===== config.mk =====
export PLATFORM = sky130hd
export DESIGN_NAME = fifo_frame_param
export DESIGN_NICKNAME = d
export VERILOG_FILES = /design/src/rtl/fifo_frame_param.sv
export SDC_FILE = /design/constraint.sdc
export NUM_CORES = 2
export LEC_CHECK = 0
export CORE_ASPECT_RATIO = 1.4
export CORE_MARGIN = 10
export CORE_UTILIZATION = 30
export DETAILED_ROUTE_END_ITERATION = 10
export SYNTH_ARGS = -nofsm -noshare
export SYNTH_HDL_FRONTEND = slang
export SYNTH_SLANG_ARGS = --single-unit

===== constraint.sdc =====
create_clock -name clk -period 5.1 [get_ports clk]
set_clock_uncertainty 0.2 [all_clocks]
set_input_delay 0.51 -clock clk [delete_from_list [all_inputs] [get_ports clk]]
set_output_delay 0.51 -clock clk [all_outputs]
set_load 0.01 [all_outputs]

===== src/rtl/fifo_frame_param.sv =====
// Circular-buffer frame FIFO with first-word-fall-through reads, occupancy flags,
// a frame-complete pulse and sticky overflow/underflow errors.
module fifo_frame_param #(
  parameter int DWIDTH    = 32,
  parameter int DEPTH     = 128,
  parameter int AFULL_LVL = 120,
  localparam int AW       = $clog2(DEPTH)
) (
  input  logic              clk,
  input  logic              n_rst,
  input  logic              clr,
  input  logic              err_clr,
  input  logic              wr_ce,
  input  logic [DWIDTH-1:0] data_in,
  input  logic              rd_ce,
  output logic [DWIDTH-1:0] data_out,
  output logic [AW:0]       count,
  output logic              empty,
  output logic              full,
  output logic              almost_full,
  output logic              frame_rdy,
  output logic              ovf_err,
  output logic              udf_err
);

  localparam logic [AW:0] DEPTH_C = (AW+1)'(DEPTH);
  localparam logic [AW:0] LAST_C  = (AW+1)'(DEPTH - 1);
  localparam logic [AW:0] AFULL_C = (AW+1)'(AFULL_LVL);

  logic [DWIDTH-1:0] mem_q [DEPTH];

  logic [AW-1:0] wr_ptr_q, wr_ptr_d;
  logic [AW-1:0] rd_ptr_q, rd_ptr_d;
  logic [AW:0]   count_q, count_d;
  logic          frame_rdy_q, frame_rdy_d;
  logic          ovf_q, ovf_d;
  logic          udf_q, udf_d;
  logic          wr_acc, rd_acc;

  assign empty       = (count_q == '0);
  assign full        = (count_q == DEPTH_C);
  assign almost_full = (count_q >= AFULL_C);
  assign count       = count_q;
  assign frame_rdy   = frame_rdy_q;
  assign ovf_err     = ovf_q;
  assign udf_err     = udf_q;
  assign data_out    = empty ? '0 : mem_q[rd_ptr_q];

  // Strobe semantics: wr_ce/rd_ce are single-cycle requests with no back-pressure.
  // A write completes in the cycle wr_ce is high if the FIFO is not full or a read
  // frees a slot in that same cycle; a read completes when rd_ce is high and the
  // FIFO is not empty. Refused requests are dropped and flagged as errors.
  assign wr_acc = !clr && wr_ce && (!full || rd_ce);
  assign rd_acc = !clr && rd_ce && !empty;

  always_comb begin
    wr_ptr_d    = wr_ptr_q;
    rd_ptr_d    = rd_ptr_q;
    count_d     = count_q;
    frame_rdy_d = 1'b0;
    ovf_d       = ovf_q;
    udf_d       = udf_q;

    if (clr) begin
      wr_ptr_d = '0;
      rd_ptr_d = '0;
      count_d  = '0;
    end else begin
      if (wr_acc) wr_ptr_d = wr_ptr_q + AW'(1);
      if (rd_acc) rd_ptr_d = rd_ptr_q + AW'(1);
      case ({wr_acc, rd_acc})
        2'b10:   count_d = count_q + (AW+1)'(1);
        2'b01:   count_d = count_q - (AW+1)'(1);
        default: count_d = count_q;
      endcase
      frame_rdy_d = (count_q == LAST_C) && wr_acc && !rd_acc;
    end

    // A new error event in the same cycle as err_clr keeps the flag set.
    if (err_clr) begin
      ovf_d = 1'b0;
      udf_d = 1'b0;
    end
    if (!clr && wr_ce && full && !rd_ce) ovf_d = 1'b1;
    if (!clr && rd_ce && empty)          udf_d = 1'b1;
  end

  always_ff @(posedge clk or negedge n_rst) begin
    if (!n_rst) begin
      wr_ptr_q    <= '0;
      rd_ptr_q    <= '0;
      count_q     <= '0;
      frame_rdy_q <= 1'b0;
      ovf_q       <= 1'b0;
      udf_q       <= 1'b0;
    end else begin
      wr_ptr_q    <= wr_ptr_d;
      rd_ptr_q    <= rd_ptr_d;
      count_q     <= count_d;
      frame_rdy_q <= frame_rdy_d;
      ovf_q       <= ovf_d;
      udf_q       <= udf_d;
    end
  end

  always_ff @(posedge clk) begin
    if (wr_acc) mem_q[wr_ptr_q] <= data_in;
  end

endmodule


# == After elaboration in Yosys (flattened, before gate mapping) ==
# Memory sizes are Yosys's and may differ from the RTL's.
# Cells that the tools add are included.
# word_totals
mem_bits_ro,0
register_bits,25
ram_bits,4096
output_inout_bits,46
memories,1
elab_cells,50
input_bits,38
latch_bits,0
# memory_table
memory,words,width,read_ports,rd_ports_with_merged_regs,write_ports,line,source
mem_q,128,32,1,0,1,30,logic [DWIDTH-1:0] mem_q [DEPTH];
# classes
eq_ne,4
bitwise,0
n_mux,13
magnitude_cmp,1
n_addsub,4
shifts,0
n_mul,0
n_div,0
n_reduce_logical,21
# op_table
operator,count
two-way mux 32 bit,1
two-way mux 7 bit,4
case mux 8 bit (2 select lines),1
"adder 7 x 1 -> 7 bit, second input constant",2
logical AND 1 bit,9
"adder 8 x 1 -> 8 bit, second input constant",1
"== test 8 x 7 -> 1 bit, second input constant",1
"== test 8 bit, second input constant",1
">= comparator 8 x 7 -> 1 bit, second input constant",1
logical NOT 8 bit,1
two-way mux 8 bit,1
nonzero test 2 bit,4
"subtractor 8 x 1 -> 8 bit, second input constant",1
two-way mux 1 bit,6
logical NOT 1 bit,5
nonzero test 3 bit,1
"== test 2 x 1 -> 1 bit, second input constant",1
"== test 2 bit, second input constant",1
logical OR 1 bit,1

# == Longest topological paths before layout ==
# logic_depth
word_depth,7
mapped_depth,12
ltp_nobuf,10

# == Least setup slack after synthesis ==
# Ideal clock, no wire load.
# synth_path
kind,register -> register
start,"register count_q[2], in the netlist count[2]"
end,"memory mem_q[110][0], enable pin"
t_arrival_ns,3.001
t_required_ns,4.479
setup_slack_ns,1.477
stages_incl_launch_ff,8
period_less_slack_ns,3.623
n_path_buf,2
setup_time_ns,0.421
path_cell_list,dfrtp_1 -> buf_2 -> nor4_4 -> a41oi_1 -> and2_1 -> nand2_1 -> clkbuf_1 -> nor2_1
# synth_between
elab_chain_cells,6
# synth_rtl
item,line,source
"start, declared",34,"logic [AW:0] count_q, count_d;"
"start signal, assigned",99,count_q <= count_d;
== test 8 bit,41,assign full = (count_q == DEPTH_C);
logical NOT 1 bit,53,assign wr_acc = !clr && wr_ce && (!full || rd_ce);
logical OR 1 bit,53,
logical AND 1 bit,53,
two-way mux 1 bit,107,if (wr_acc) mem_q[wr_ptr_q] <= data_in;
two-way mux 1 bit (implied by the code),107,
"end, declared",30,
# No other way between the ends.

# == Worst setup path in the final report ==
# layout_path
start,register rd_ptr_q[0]
end,output port data_out[14]
# layout_between
elab_chain_cells,2
# layout_rtl
item,line,source
"start, declared",33,"logic [AW-1:0] rd_ptr_q, rd_ptr_d;"
"start signal, assigned",98,rd_ptr_q <= rd_ptr_d;
memory (128 x 32 bit),n/a,
two-way mux 32 bit,47,assign data_out = empty ? '0 : mem_q[rd_ptr_q];
"end, declared",16,"output logic [DWIDTH-1:0] data_out,"
# No other way between the ends.

==> flow_metrics.py <==
metrics = {
    "job": {
        "maxCapViolations": 0,
    },
    "synth": {
        "seq_area_frac_synth_pct": 78.6,
        "syn_area_sq_um": 157000,
        "synth_edf_count": 4096,
        "synthXorXnorAreaFrac_pct": 0.0891,
        "synth.avg_cell_area_sq_um": 21.7,
        "yosys.area_share.adder_pct": 0.0398,
        "ys_top_cells_by_count": "edfxtp_1 (4,096), mux4_2 (799), mux2i_1 (545)",
        "ys_ff_latch": 4121,
        "yosys.area.top_type": "edfxtp_1",
        "synth_nets": 7302,
        "synthSimpleGateAreaFrac_pct": 1.63,
        "synth_top_family_by_area": "multiplexers",
        "ys_types": 55,
        "synthMuxAreaShare_pct": 15.1,
        "synth_warnings": 0,
        "synth-compound-area-share_pct": 3.28,
        "synth_area_leaders": "edfxtp_1 (78%), mux4_2 (11%), mux2i_1 (3.5%), a22oi_1 (1.8%), a21oi_1 (0.64%)",
        "async_flop_share_pct": 0.607,
        "synth_ff_type": "edfxtp_1",
        "synth_top_area_share_pct": 78.2,
        "netlist_instances": 7259,
        "synth_most_common_cell": "edfxtp_1",
    },
    "worst_setup_path": {
        "critPathArrivalTime_ns": 4.37,
        "critical_path.startpoint_type": "flip-flop",
        "cp.required_ns": 4.39,
        "rrSetupSlack_ns": 1.29,
        "reg2regPathDepth": 9,
        "timing.rr.end": "mem_q[94][15]",
        "critical_path_class": "flip-flop to primary output",
        "worst-path-max-fanout": 12,
        "rr_startpoint": "count[2]",
        "end_kind": "primary output",
    },
    "floorplanning": {
        "std_cell_rows": 314,
        "die_h_um": 877,
        "ios": 84,
        "core-area_sq_um": 523000,
        "die_w_um": 632,
        "start_util_pct": 30.1,
        "dieArea_sq_um": 554000,
    },
    "clock_network": {
        "numCtsBuffers": 364,
        "cts_sinks": 4121,
        "clkSlewWorstSetupHoldPaths_ns": 0.07,
        "htree_levels": 5,
        "tritoncts": "built",
        "clockRootBuffer": "clkbuf_16",
        "cts_max_path_buffers": 4,
        "insertion_delay_ns": 0.94,
    },
    "final_layout": {
        "final_util_pct": 35.4,
        "regArea_sq_um": 124000,
        "fill_cells": 47927,
        "drive_gt1_share_pct": 27.0,
        "fin_nets": 7892,
        "fin_area_sq_um": 185000,
        "area_growth_pct": 17.6,
        "multiInputGateArea_sq_um": 33500,
    },
    "detailed_routing": {
        "first_pass_iters": 5,
        "drcViolationCount": 0,
        "drt-initial-drc-count": 8982,
        "vias": 78328,
        "vias_per_cell": 5.19,
        "totalWireLength_um": 449000,
        "final_antenna_net_count": 0,
        "wl_per_cell_um": 29.7,
    },
    "global_route": {
        "grt_usage_pct": 15.7,
        "grt.overflow.total": 0,
        "grt_pass1_vias": 79545,
        "grt_pass1_wl_um": 627000,
        "antenna_found_initial": 32,
        "grt_max_degree": 129,
    },
    "timing": {
        "timing.hold.ws_ns": -0.0115,
        "maxSlewViolCount": 0,
        "max_freq_ghz": 0.197,
        "rsz0062_at_grt": "true",
        "slew_headroom_pct": 11.8,
        "final_hold_viol_count": 11,
        "period_minus_slack_ns": 5.08,
        "finalSetupViolCount": 0,
        "worst_pin_slew_ns": 1.32,
        "setup_ws_ns": 0.0167,
        "period_share_pct": 99.7,
    },
    "place": {
        "io_buffers": 83,
        "gp_congestion": 0.864,
        "place_area_sq_um": 171000,
        "dp_hpwl_um": 260000,
        "pre_cts_slack_ns": -0.179,
    },
    "power_and_ir_drop": {
        "vdd_drop_max_mv": 0.332,
        "power_density_nw_per_um2": 435,
        "p_leak_nw": 55.4,
        "finalPower_mw": 80.4,
    },
    "outcome": {
        "run_status": "finished with violations",
        "violations": "negative hold slack",
    },
    "min_path": {
        "holdCritPathClass": "input port to flip-flop",
        "min_to": "mem_q[89][9]",
        "hp-start": "data_in[9]",
        "worstHoldPathCells": 1,
    },
}
## report_power, final
group	leakage, nW	switching, mW	internal [mW]
Clock	5.74	12.3	15.5
Combinational	12.5	8.03	7.19
Sequential	37.1	0.0790	37.3
## placed cells by master (no fill, tap or decap), drive strengths merged, types with 3 or more instances in the layout
cell,n
mux2i,545
nand3,78
edfxtp,4096
clkbuf,435
nor4,5
xnor2,6
clkinv,145
diode,14
clkinvlp,19
a22oi,387
nand4,39
nor2b,13
buf,553
xor2,10
and3,3
o21ai,7
clkdlybuf4s50,25
dfrtp,25
ha,5
nand4bb,3
o22ai,129
dlygate4sd2,10
bufinv,43
a21oi,202
nand4b,6
nand2b,35
and2,6
mux2,33
nand2,99
nor3,5
nor2,251
clkdlybuf4s15,3
inv,18
bufbuf,24
dlygate4sd3,18
a2111oi,31
mux4,799
## kinds of logic (layout without fill, tap and decap cells)
family                     count (synthesis)  count (layout)
muxes                                   1377            1377
xor gates and xnor gates                  16              16
adders and majority gates                  5               5
other                                      0              14
and+or+nand+nor                          554             554
DFF                                     4121            4121
AOI/OAI and AO/OA                        765             765
buffers and inverters                    421            1295
## final cells by class
type	count	share of cell area [%]
antenna	14	0.0189
inverter	6	0.0129
clock buffer	431	5.12
sequential	4121	66.9
tap	6952	4.70
timing repair buffer	639	3.89
clock inverter	219	1.28
multi-input combinational	2717	18.1
## critical path, stage by stage (launching register included)
cell             delay (ns)
dfrtp_4                0.45
buf_12                 0.15
buf_16                 0.18
buf_4                  0.14
buf_4                  0.23
mux2i_1                0.28
o22ai_1                0.13
nor2_2                 0.32
a21oi_1                0.20
a2111oi_4              0.51
buf_4                  0.22
nand4_1                0.29
clkdlybuf4s15_1        0.33
## metrics by stage
stage	std cells	setup TNS, ns
floorplan	7259	0
global placement	14351	-3.50
detailed placement	14354	-0.253
CTS	15080	-0.0541
global route	15086	-0.0113
finish	15099	0
## sequential cells by signal, summed over array words and instances, names as in the netlist
signal / count
frame_rdy: 1
udf_err: 1
ovf_err: 1
rd_ptr_q: 7
mem_q: 4096
wr_ptr_q: 7
count: 8
## per-layer routing
layer | global-route usage, % | part of all wire [%] | vias to the layer above
met5 | 0 | 0.0089 | -
met4 | 8.02 | 6.1 | 6
met3 | 2.20 | 7.0 | 742
met2 | 27.4 | 51 | 3452
met1 | 18.9 | 36 | 42359
li1 | - | - | 31769
## how the worst max path moves through the flow
stage / from / end / slack, ns / cells past startpoint
5_1_grt: rd_ptr_q[0] / data_out[18] / -0.01 / 11
3_5_place_dp: rd_ptr_q[0] / data_out[14] / -0.18 / 10
3_3_place_gp: rd_ptr_q[0] / data_out[16] / -0.69 / 10
6_report: rd_ptr_q[0] / data_out[14] / 0.02 / 12
2_1_floorplan: count[2] / mem_q[110][0] / 1.48 / 7
4_1_cts: rd_ptr_q[0] / data_out[31] / -0.03 / 11
## repair_timing
item | 4_1_cts | 5_1_grt
hold buffers | 18 | 0
pin swaps | 21 | 15
resized for setup | 199 | 34
endpoints found under the setup margin | 32 | 21
cloned | 29 | 1
endpoints found under the hold margin | 475 | 0
setup buffers | 29 | 4
Note: power is estimated with default switching activity, not from simulation.
